### src/rtl/guitar_hero_pkg.sv
// +-------------------------------------------------------------------------+
// | guitar_hero_pkg : shared screen geometry, lane spans and FSM states       |
// | Rev 1.0                                                                 |
// +-------------------------------------------------------------------------+
`default_nettype none

package guitar_hero_pkg;

  localparam logic [9:0] H_ACTIVE   = 10'd640;
  localparam logic [9:0] V_ACTIVE   = 10'd480;
  localparam logic [9:0] WINDOW_TOP = 10'd380;
  localparam logic [9:0] WINDOW_BOT = 10'd383;

  localparam logic [9:0] LANE0_X0 = 10'd20;
  localparam logic [9:0] LANE0_X1 = 10'd196;
  localparam logic [9:0] LANE1_X0 = 10'd233;
  localparam logic [9:0] LANE1_X1 = 10'd408;
  localparam logic [9:0] LANE2_X0 = 10'd444;
  localparam logic [9:0] LANE2_X1 = 10'd620;

  typedef enum logic [1:0] {
    IDLE   = 2'd0,
    RUN    = 2'd1,
    UPDATE = 2'd2
  } state_e;

  // Half-open column span [X0, X1) of the given lane.
  function automatic logic lane_hit(input logic [1:0] lane, input logic [9:0] h);
    case (lane)
      2'd0:    lane_hit = (h >= LANE0_X0) && (h < LANE0_X1);
      2'd1:    lane_hit = (h >= LANE1_X0) && (h < LANE1_X1);
      2'd2:    lane_hit = (h >= LANE2_X0) && (h < LANE2_X1);
      default: lane_hit = 1'b0;
    endcase
  endfunction

endpackage

`default_nettype wire

### src/rtl/note_lane_engine_if.sv
// +-------------------------------------------------------------------------+
// | note_lane_engine_if : scan position in, note/lane status out            |
// | Rev 1.0                                                                 |
// +-------------------------------------------------------------------------+
`default_nettype none

interface note_lane_engine_if;
  logic       start;
  logic [9:0] h_count;
  logic [9:0] v_count;
  logic       note_visible;
  logic [2:0] lane_in_window;
  logic [7:0] missed_count;
  logic       running;

  modport master (
    output start, h_count, v_count,
    input  note_visible, lane_in_window, missed_count, running
  );

  modport slave (
    input  start, h_count, v_count,
    output note_visible, lane_in_window, missed_count, running
  );
endinterface

`default_nettype wire

### src/rtl/lfsr8.sv
// +-------------------------------------------------------------------------+
// | lfsr8 : 8-bit Fibonacci LFSR, taps 8,6,5,4, with seed load and step     |
// | Rev 1.0                                                                 |
// +-------------------------------------------------------------------------+
`default_nettype none

module lfsr8 #(
  parameter logic [7:0] SEED  = 8'hA5,
  parameter int unsigned OUT_W = 8
) (
  input  logic             clk,
  input  logic             rst,
  input  logic [7:0]       seed_i,
  input  logic             load_i,
  input  logic             step_i,
  output logic [OUT_W-1:0] value_o
);

  logic [7:0] lfsr_q;
  logic [7:0] lfsr_d;
  logic       w_fb;

  assign w_fb = lfsr_q[7] ^ lfsr_q[5] ^ lfsr_q[4] ^ lfsr_q[3];

  always_comb begin
    lfsr_d = lfsr_q;
    if (load_i) begin
      lfsr_d = seed_i;
    end else if (step_i) begin
      lfsr_d = {lfsr_q[6:0], w_fb};
    end
  end

  always_ff @(posedge clk or posedge rst) begin
    if (rst) begin
      lfsr_q <= SEED;
    end else begin
      lfsr_q <= lfsr_d;
    end
  end

  assign value_o = lfsr_q[OUT_W-1:0];

endmodule

`default_nettype wire

### src/rtl/note_lane_engine.sv
// +-------------------------------------------------------------------------+
// | note_lane_engine : multi-slot falling-note source, scrolls in vblank    |
// | Rev 1.0                                                                 |
// +-------------------------------------------------------------------------+
`default_nettype none

module note_lane_engine
  import guitar_hero_pkg::*;
#(
  parameter int unsigned SLOTS     = 8,
  parameter int unsigned NOTE_H    = 16,
  parameter int unsigned SPEED     = 2,
  parameter int unsigned SPAWN_GAP = 30,
  parameter logic [7:0]  LFSR_SEED = 8'hA5
) (
  input  logic               clk,
  input  logic               rst,
  note_lane_engine_if.slave  bus
);

  localparam int unsigned SW   = (SLOTS > 1) ? $clog2(SLOTS) : 1;
  localparam int unsigned IDXW = $clog2(SLOTS + 1);
  localparam logic [IDXW-1:0] LAST_IDX = IDXW'(SLOTS);

  localparam logic [1:0] S_IDLE   = IDLE;
  localparam logic [1:0] S_RUN    = RUN;
  localparam logic [1:0] S_UPDATE = UPDATE;

  logic [1:0]      state_q, state_d;
  logic [IDXW-1:0] idx_q, idx_d;
  logic [7:0]      spawn_cnt_q, spawn_cnt_d;
  logic [7:0]      missed_q, missed_d;
  logic [2:0]      liw_q, liw_d;
  logic [SLOTS-1:0] active_q, active_d;
  logic [1:0]      lane_q [SLOTS];
  logic [1:0]      lane_d [SLOTS];
  logic [9:0]      y_q [SLOTS];
  logic [9:0]      y_d [SLOTS];

  logic            w_tick;
  logic [SW-1:0]   w_slot;
  logic [10:0]     w_y_next;
  logic            w_free_found;
  logic [SW-1:0]   w_free_idx;
  logic [1:0]      w_lfsr;
  logic [1:0]      w_spawn_lane;
  logic            w_lfsr_load;
  logic            w_lfsr_step;
  logic [2:0]      w_window;
  logic [SLOTS-1:0] w_hit;

  lfsr8 #(
    .SEED  (LFSR_SEED),
    .OUT_W (2)
  ) u_lfsr (
    .clk     (clk),
    .rst     (rst),
    .seed_i  (LFSR_SEED),
    .load_i  (w_lfsr_load),
    .step_i  (w_lfsr_step),
    .value_o (w_lfsr)
  );

  assign w_tick       = (bus.h_count == 10'd0) && (bus.v_count == V_ACTIVE);
  assign w_slot       = idx_q[SW-1:0];
  assign w_y_next     = {1'b0, y_q[w_slot]} + 11'(SPEED);
  assign w_spawn_lane = (w_lfsr == 2'd3) ? 2'd0 : w_lfsr;

  // Lowest-index free slot wins; scanning downward lets the last hit stick.
  always_comb begin
    w_free_found = 1'b0;
    w_free_idx   = '0;
    for (int i = SLOTS - 1; i >= 0; i--) begin
      if (!active_q[i]) begin
        w_free_found = 1'b1;
        w_free_idx   = SW'(i);
      end
    end
  end

  always_comb begin
    w_window = '0;
    for (int i = 0; i < SLOTS; i++) begin
      for (int l = 0; l < 3; l++) begin
        if (active_q[i] && (lane_q[i] == 2'(l)) && (y_q[i] <= WINDOW_BOT) &&
            (({1'b0, y_q[i]} + 11'(NOTE_H)) > {1'b0, WINDOW_TOP})) begin
          w_window[l] = 1'b1;
        end
      end
    end
  end

  always_comb begin
    state_d     = state_q;
    idx_d       = idx_q;
    spawn_cnt_d = spawn_cnt_q;
    missed_d    = missed_q;
    liw_d       = liw_q;
    active_d    = active_q;
    lane_d      = lane_q;
    y_d         = y_q;
    w_lfsr_load = 1'b0;
    w_lfsr_step = 1'b0;

    case (state_q)
      S_IDLE: begin
        if (bus.start) begin
          state_d     = S_RUN;
          idx_d       = '0;
          spawn_cnt_d = '0;
          missed_d    = '0;
          liw_d       = '0;
          active_d    = '0;
          w_lfsr_load = 1'b1;
          for (int i = 0; i < SLOTS; i++) begin
            lane_d[i] = '0;
            y_d[i]    = '0;
          end
        end
      end
      S_RUN: begin
        if (w_tick) begin
          state_d = S_UPDATE;
          idx_d   = '0;
        end
      end
      S_UPDATE: begin
        if (idx_q != LAST_IDX) begin
          if (active_q[w_slot]) begin
            if (w_y_next >= {1'b0, V_ACTIVE}) begin
              active_d[w_slot] = 1'b0;
              if (missed_q != 8'hFF) begin
                missed_d = missed_q + 8'd1;
              end
            end else begin
              y_d[w_slot] = w_y_next[9:0];
            end
          end
          idx_d = idx_q + IDXW'(1);
        end else begin
          // Spawn cycle: slot moves are complete, so the window reflects this frame.
          w_lfsr_step = 1'b1;
          liw_d       = w_window;
          state_d     = S_RUN;
          idx_d       = '0;
          if (spawn_cnt_q != 8'd0) begin
            spawn_cnt_d = spawn_cnt_q - 8'd1;
          end else begin
            spawn_cnt_d = 8'(SPAWN_GAP - 1);
            if (w_free_found) begin
              active_d[w_free_idx] = 1'b1;
              lane_d[w_free_idx]   = w_spawn_lane;
              y_d[w_free_idx]      = '0;
            end
          end
        end
      end
      default: state_d = S_IDLE;
    endcase
  end

  always_ff @(posedge clk or posedge rst) begin
    if (rst) begin
      state_q     <= S_IDLE;
      idx_q       <= '0;
      spawn_cnt_q <= '0;
      missed_q    <= '0;
      liw_q       <= '0;
      active_q    <= '0;
      for (int i = 0; i < SLOTS; i++) begin
        lane_q[i] <= '0;
        y_q[i]    <= '0;
      end
    end else begin
      state_q     <= state_d;
      idx_q       <= idx_d;
      spawn_cnt_q <= spawn_cnt_d;
      missed_q    <= missed_d;
      liw_q       <= liw_d;
      active_q    <= active_d;
      lane_q      <= lane_d;
      y_q         <= y_d;
    end
  end

  for (genvar s = 0; s < SLOTS; s++) begin : g_slot
    logic [10:0] w_bot;
    assign w_bot    = {1'b0, y_q[s]} + 11'(NOTE_H);
    assign w_hit[s] = active_q[s] && (bus.v_count >= y_q[s]) &&
                      ({1'b0, bus.v_count} < w_bot) && lane_hit(lane_q[s], bus.h_count);
  end

  assign bus.note_visible   = (|w_hit) && (bus.h_count < H_ACTIVE) && (bus.v_count < V_ACTIVE);
  assign bus.lane_in_window = liw_q;
  assign bus.missed_count   = missed_q;
  assign bus.running        = (state_q != S_IDLE);

endmodule

`default_nettype wire

### src/flat_wrapper.sv
// flat-port wrapper written by rule: the top's interface ports become plain ports
module note_lane_engine_flat import guitar_hero_pkg::*;
#(
  parameter int unsigned SLOTS     = 8,
  parameter int unsigned NOTE_H    = 16,
  parameter int unsigned SPEED     = 2,
  parameter int unsigned SPAWN_GAP = 30,
  parameter logic [7:0]  LFSR_SEED = 8'hA5
)
  (clk, rst, bus_start, bus_h_count, bus_v_count, bus_note_visible, bus_lane_in_window, bus_missed_count, bus_running);
  note_lane_engine_if bus_i ();
  input  logic clk;
  input  logic rst;
  input wire logic [$bits(bus_i.start)-1:0] bus_start;
  input wire logic [$bits(bus_i.h_count)-1:0] bus_h_count;
  input wire logic [$bits(bus_i.v_count)-1:0] bus_v_count;
  output wire logic [$bits(bus_i.note_visible)-1:0] bus_note_visible;
  output wire logic [$bits(bus_i.lane_in_window)-1:0] bus_lane_in_window;
  output wire logic [$bits(bus_i.missed_count)-1:0] bus_missed_count;
  output wire logic [$bits(bus_i.running)-1:0] bus_running;
  assign bus_i.start = bus_start;
  assign bus_i.h_count = bus_h_count;
  assign bus_i.v_count = bus_v_count;
  assign bus_note_visible = bus_i.note_visible;
  assign bus_lane_in_window = bus_i.lane_in_window;
  assign bus_missed_count = bus_i.missed_count;
  assign bus_running = bus_i.running;
  note_lane_engine #(.SLOTS(SLOTS), .NOTE_H(NOTE_H), .SPEED(SPEED), .SPAWN_GAP(SPAWN_GAP), .LFSR_SEED(LFSR_SEED)) u_core (.clk(clk), .rst(rst), .bus(bus_i));
endmodule
### config.mk
export PLATFORM = sky130hd
export DESIGN_NAME = note_lane_engine_flat
export DESIGN_NICKNAME = d
export VERILOG_FILES = /design/src/rtl/guitar_hero_pkg.sv /design/src/rtl/note_lane_engine_if.sv /design/src/rtl/lfsr8.sv /design/src/rtl/note_lane_engine.sv /design/src/flat_wrapper.sv
export SDC_FILE = /design/constraint.sdc
export NUM_CORES = 1
export LEC_CHECK = 0
export ABC_CLOCK_PERIOD_IN_PS = 5870
export CAP_MARGIN = 20
export CORE_ASPECT_RATIO = 1.25
export CORE_MARGIN = 10
export CORE_UTILIZATION = 52
export DETAILED_ROUTE_END_ITERATION = 7
export HOLD_SLACK_MARGIN = 0.06
export PLACE_DENSITY = 0.69
export SLEW_MARGIN = 20
export SYNTH_ARGS = -nofsm -noshare
export SYNTH_HDL_FRONTEND = slang
export SYNTH_SLANG_ARGS = --single-unit
### constraint.sdc
create_clock -name clk -period 5.87 [get_ports clk]
set_input_delay 1.174 -clock clk [delete_from_list [all_inputs] [get_ports clk]]
set_output_delay 1.174 -clock clk [all_outputs]
set_load 0.01 [all_outputs]
==> flow_summary.ini <==
[sta]
slew_viol_final = 0
grt_setup_unrepaired = no
finalCriticalPeriod_ns = 5.68
hold_viol = 0
worst_pin_slew_ns = 1.01
max_freq_mhz = 176
min_period_over_period_pct = 96.8
slew_headroom_pct = 32.5
finalClockSkew_ns = 0.0112
setup_viol = 0

[clocking]
holdBufCountCts = 0
clk_root_buffer_cell = clkbuf_16
clk_latency_ns = 0.43
cts_tree = done
cts_max_path_buffers = 2
cts_made_buffers = 17
post_cts_buffers = 0
path_clk_slew_ns = 0.06
cts_sinks = 137
cts_max_level = 4

[power_and_ir_drop]
switching_share_pct = 27.6
power_density_mw_per_mm2 = 184
internal_power_mw = 1.72
total_power_mw = 2.37
p_leak_nw = 5.31
clock_power_share_pct = 44.6
switching_power_uw = 654
pwr-share-comb_pct = 13.9
vdd_drop_max_mv = 0.202
share_seq_of_total_power_pct = 41.5

[place]
dp_hpwl_mm = 30.0
place_area_mm2 = 0.0123
io_buffers = 35
place_congestion = 0.956

[die]
dieArea_mm2 = 0.0287
io_pins = 36
core_area_mm2 = 0.0221
placementRows = 61
die_w_um = 154
start_util_pct = 52.5
fp.dieH_um = 187

[layout]
nNetsFinal = 1512
syn_to_final_growth_pct = 11.4
num-fill-cells = 2005
diodes = 0
layout-drive-gt1-share_pct = 8.13
stdcell_area_mm2 = 0.0129

[yosys]
synth_flop_cell = dfrtp_1
yosysUniqueCellTypes = 87
yosys_warnings = 0
ys_async_sr_fraction_pct = 100
synth_mux_area_share_pct = 4.96
syn_area_mm2 = 0.0116
syn_avg_cell_area_um2 = 8.93
synth_compound_area_share_pct = 24.0
synth_top_family_by_area = compound AO/OA/AOI/OAI gates
yosysTopAreaCellShare_pct = 28.7
synth_xor_area_share_pct = 3.47
synthTopCellsByArea = dfrtp_1, ha_1, nand2_1
synth_edf_count = 0
synthSimpleGateAreaFrac_pct = 16.7
syn-num-nets = 1470
yosysTopAreaCell = dfrtp_1
seq_area_frac_synth_pct = 29.6
synthCells = 1298
synthAdderAreaFrac_pct = 16.1
synth-seq-cells = 137

[global_routing]
antenna_found_initial = 0
track_usage_pct = 26.0
overflow = 0
grt_first_pass_wirelength_mm = 59.9
grt_pass1_vias = 10400
grt_max_degree = 107

[route]
num_vias = 10600
drt-total-wl_mm = 38.0
drt-wirelength-per-cell_um = 23.2
drt_iter0_drc = 803
detail-route-antenna-nets = 0
first_pass_iters = 5
drcViolationCount = 0
routed_via_density = 6.48

[worst_setup_path]
worst_ep_required_time_ns = 4.70
cp-end-kind = output pin
cp-start-kind = input pin
crit_arrival_ns = 4.51
path_max_fanout = 8
path_class = input pin to output pin
r2r_slack_ns = 1.38

[run]
cap_violations = 0

[status]
status = completed

[min_path]
hold_class = flip-flop to flip-flop
[cell usage after synthesis (8+ instances only)]
cell type	count
or3_1	10
mux2_2	11
a21oi_1	49
nand4_1	14
nand2_1	111
o21ai_0	78
nor3_1	28
ha_1	149
and2_1	22
a211oi_1	9
a31oi_1	12
dfrtp_1	133
a32o_1	10
buf_2	8
o31ai_1	8
a22o_1	11
xnor2_1	40
o2bb2ai_1	40
nor4_1	11
and3_1	11
nor2_1	62
a21o_1	23
nor2b_1	20
nand3_1	54
mux2i_1	21
nand2b_1	23
clkbuf_1	22
o21ai_1	26
inv_1	109
o21a_1	25
o2111ai_1	8
[timing repair]
| item | in CTS | in global routing |
|---|---|---|
| setup endpoints to repair | 1 | 1 |
| pin swaps | 0 | 1 |
| resized for setup | 2 | 2 |
| endpoints found under the hold margin | 0 | 0 |
[power by group through the flow]
stage	clock (mW)	combinational (mW)	sequential [mW]
final	1.06	0.330	0.985
after global placement	0	0.321	1.00
after CTS	1.06	0.328	0.984
after global routing	1.10	0.366	0.986
after floorplan	0	0.211	0.986
after detailed placement	0	0.325	1.00
[sequential cells by signal, summed over array words and instances, names as in the netlist]
| signal | cells |
|---|---|
| u_core.y_q | 80 |
| u_core.spawn_cnt_q | 8 |
| u_core.idx_q | 4 |
| u_core.u_lfsr.lfsr_q | 8 |
| u_core.active_q | 8 |
| u_core.bus.missed_count | 8 |
| u_core.state_q | 2 |
| u_core.bus.lane_in_window | 3 |
| u_core.lane_q | 16 |
[routing by layer]
layer | share of wire, % | up-vias | wire length, µm | global-route usage [%]
met4 | 5.2 | 0 | 1970 | 13.0
li1 | - | 4898 | - | -
met1 | 42 | 5185 | 15900 | 31.9
met5 | 0 | - | 0 | 0
met2 | 48 | 402 | 18100 | 43.1
met3 | 5.6 | 110 | 2120 | 4.16
[worst max-delay path, stage by stage]
cell and delay (ns):
clkdlybuf4s50_1 0.71, buf_4 0.31, ha_1 0.29, o21a_1 0.16
o21a_1 0.16, o21ai_0 0.40, nor4_1 0.13, buf_4 0.15
nor4_1 0.23, a21oi_1 0.14, buf_4 0.17, clkdlybuf4s50_1 0.47
[cells by family after synthesis]
group	count (synthesis)
buffers and inverters	147
adders and majority gates	149
muxes	43
xor gates and xnor gates	45
DFF	137
and+or+nand+nor	389
AOI/OAI and AO/OA	388
[cells in the final DEF, fill, tap and decap left out, types with 11 or more instances in the layout]
| cell | netlist | final |
|---|---|---|
| a21o_1 | 23 | 23 |
| a21oi_1 | 49 | 49 |
| a22o_1 | 11 | 11 |
| a31oi_1 | 12 | 12 |
| and2_1 | 22 | 22 |
| and3_1 | 11 | 11 |
| buf_4 | 5 | 24 |
| clkbuf_16 | 0 | 17 |
| clkdlybuf4s50_1 | 0 | 35 |
| dfrtp_1 | 133 | 133 |
| ha_1 | 149 | 149 |
| inv_1 | 109 | 107 |
| mux2_2 | 11 | 11 |
| mux2i_1 | 21 | 21 |
| nand2_1 | 111 | 111 |
| nand2b_1 | 23 | 23 |
| nand3_1 | 54 | 54 |
| nand4_1 | 14 | 14 |
| nor2_1 | 62 | 62 |
| nor2b_1 | 20 | 20 |
| nor3_1 | 28 | 28 |
| nor4_1 | 11 | 11 |
| o21a_1 | 25 | 25 |
| o21ai_0 | 78 | 77 |
| o21ai_1 | 26 | 26 |
| o2bb2ai_1 | 40 | 40 |
| xnor2_1 | 40 | 40 |
[final timing paths]
path | startpoint | to | cells after the start
max in group asynchronous | rst | u_core.u_lfsr.lfsr_q[2] | 3
max | bus_v_count[7] | bus_note_visible | 12
min in group asynchronous | rst | u_core.idx_q[0] | 2
max reg2reg | u_core.idx_q[1] | u_core.active_q[7] | 12
min | u_core.bus.lane_in_window[1] | u_core.bus.lane_in_window[1] | 2
min reg2reg | u_core.bus.lane_in_window[1] | u_core.bus.lane_in_window[1] | 2
[final cells by class]
class	instances	area, µm²	share of cell area [%]
Clock inverter	11	123	0.950
Tap cell	283	354	2.74
Sequential cell	137	3430	26.6
Inverter	110	418	3.24
Timing Repair Buffer	60	551	4.27
Multi-Input combinational cell	1014	7570	58.7
Clock buffer	21	450	3.49
[metrics by stage]
stage / cells / hold slack (ns) / setup TNS (ns) / setup slack, ns / util (%)
2_1_floorplan: 1298 / 0.464 / 0 / 1.03 / -
3_3_place_gp: 1604 / 0.470 / -0.126 / -0.126 / 55.9
3_5_place_dp: 1604 / 0.475 / -0.0661 / -0.0661 / 55.9
4_1_cts: 1636 / 0.492 / 0 / 0.0955 / 58.5
5_1_grt: 1636 / 0.527 / 0 / 0.0408 / 58.5
6_report: 1636 / 0.495 / 0 / 0.186 / 58.5
(Power assumes the default switching activity.)
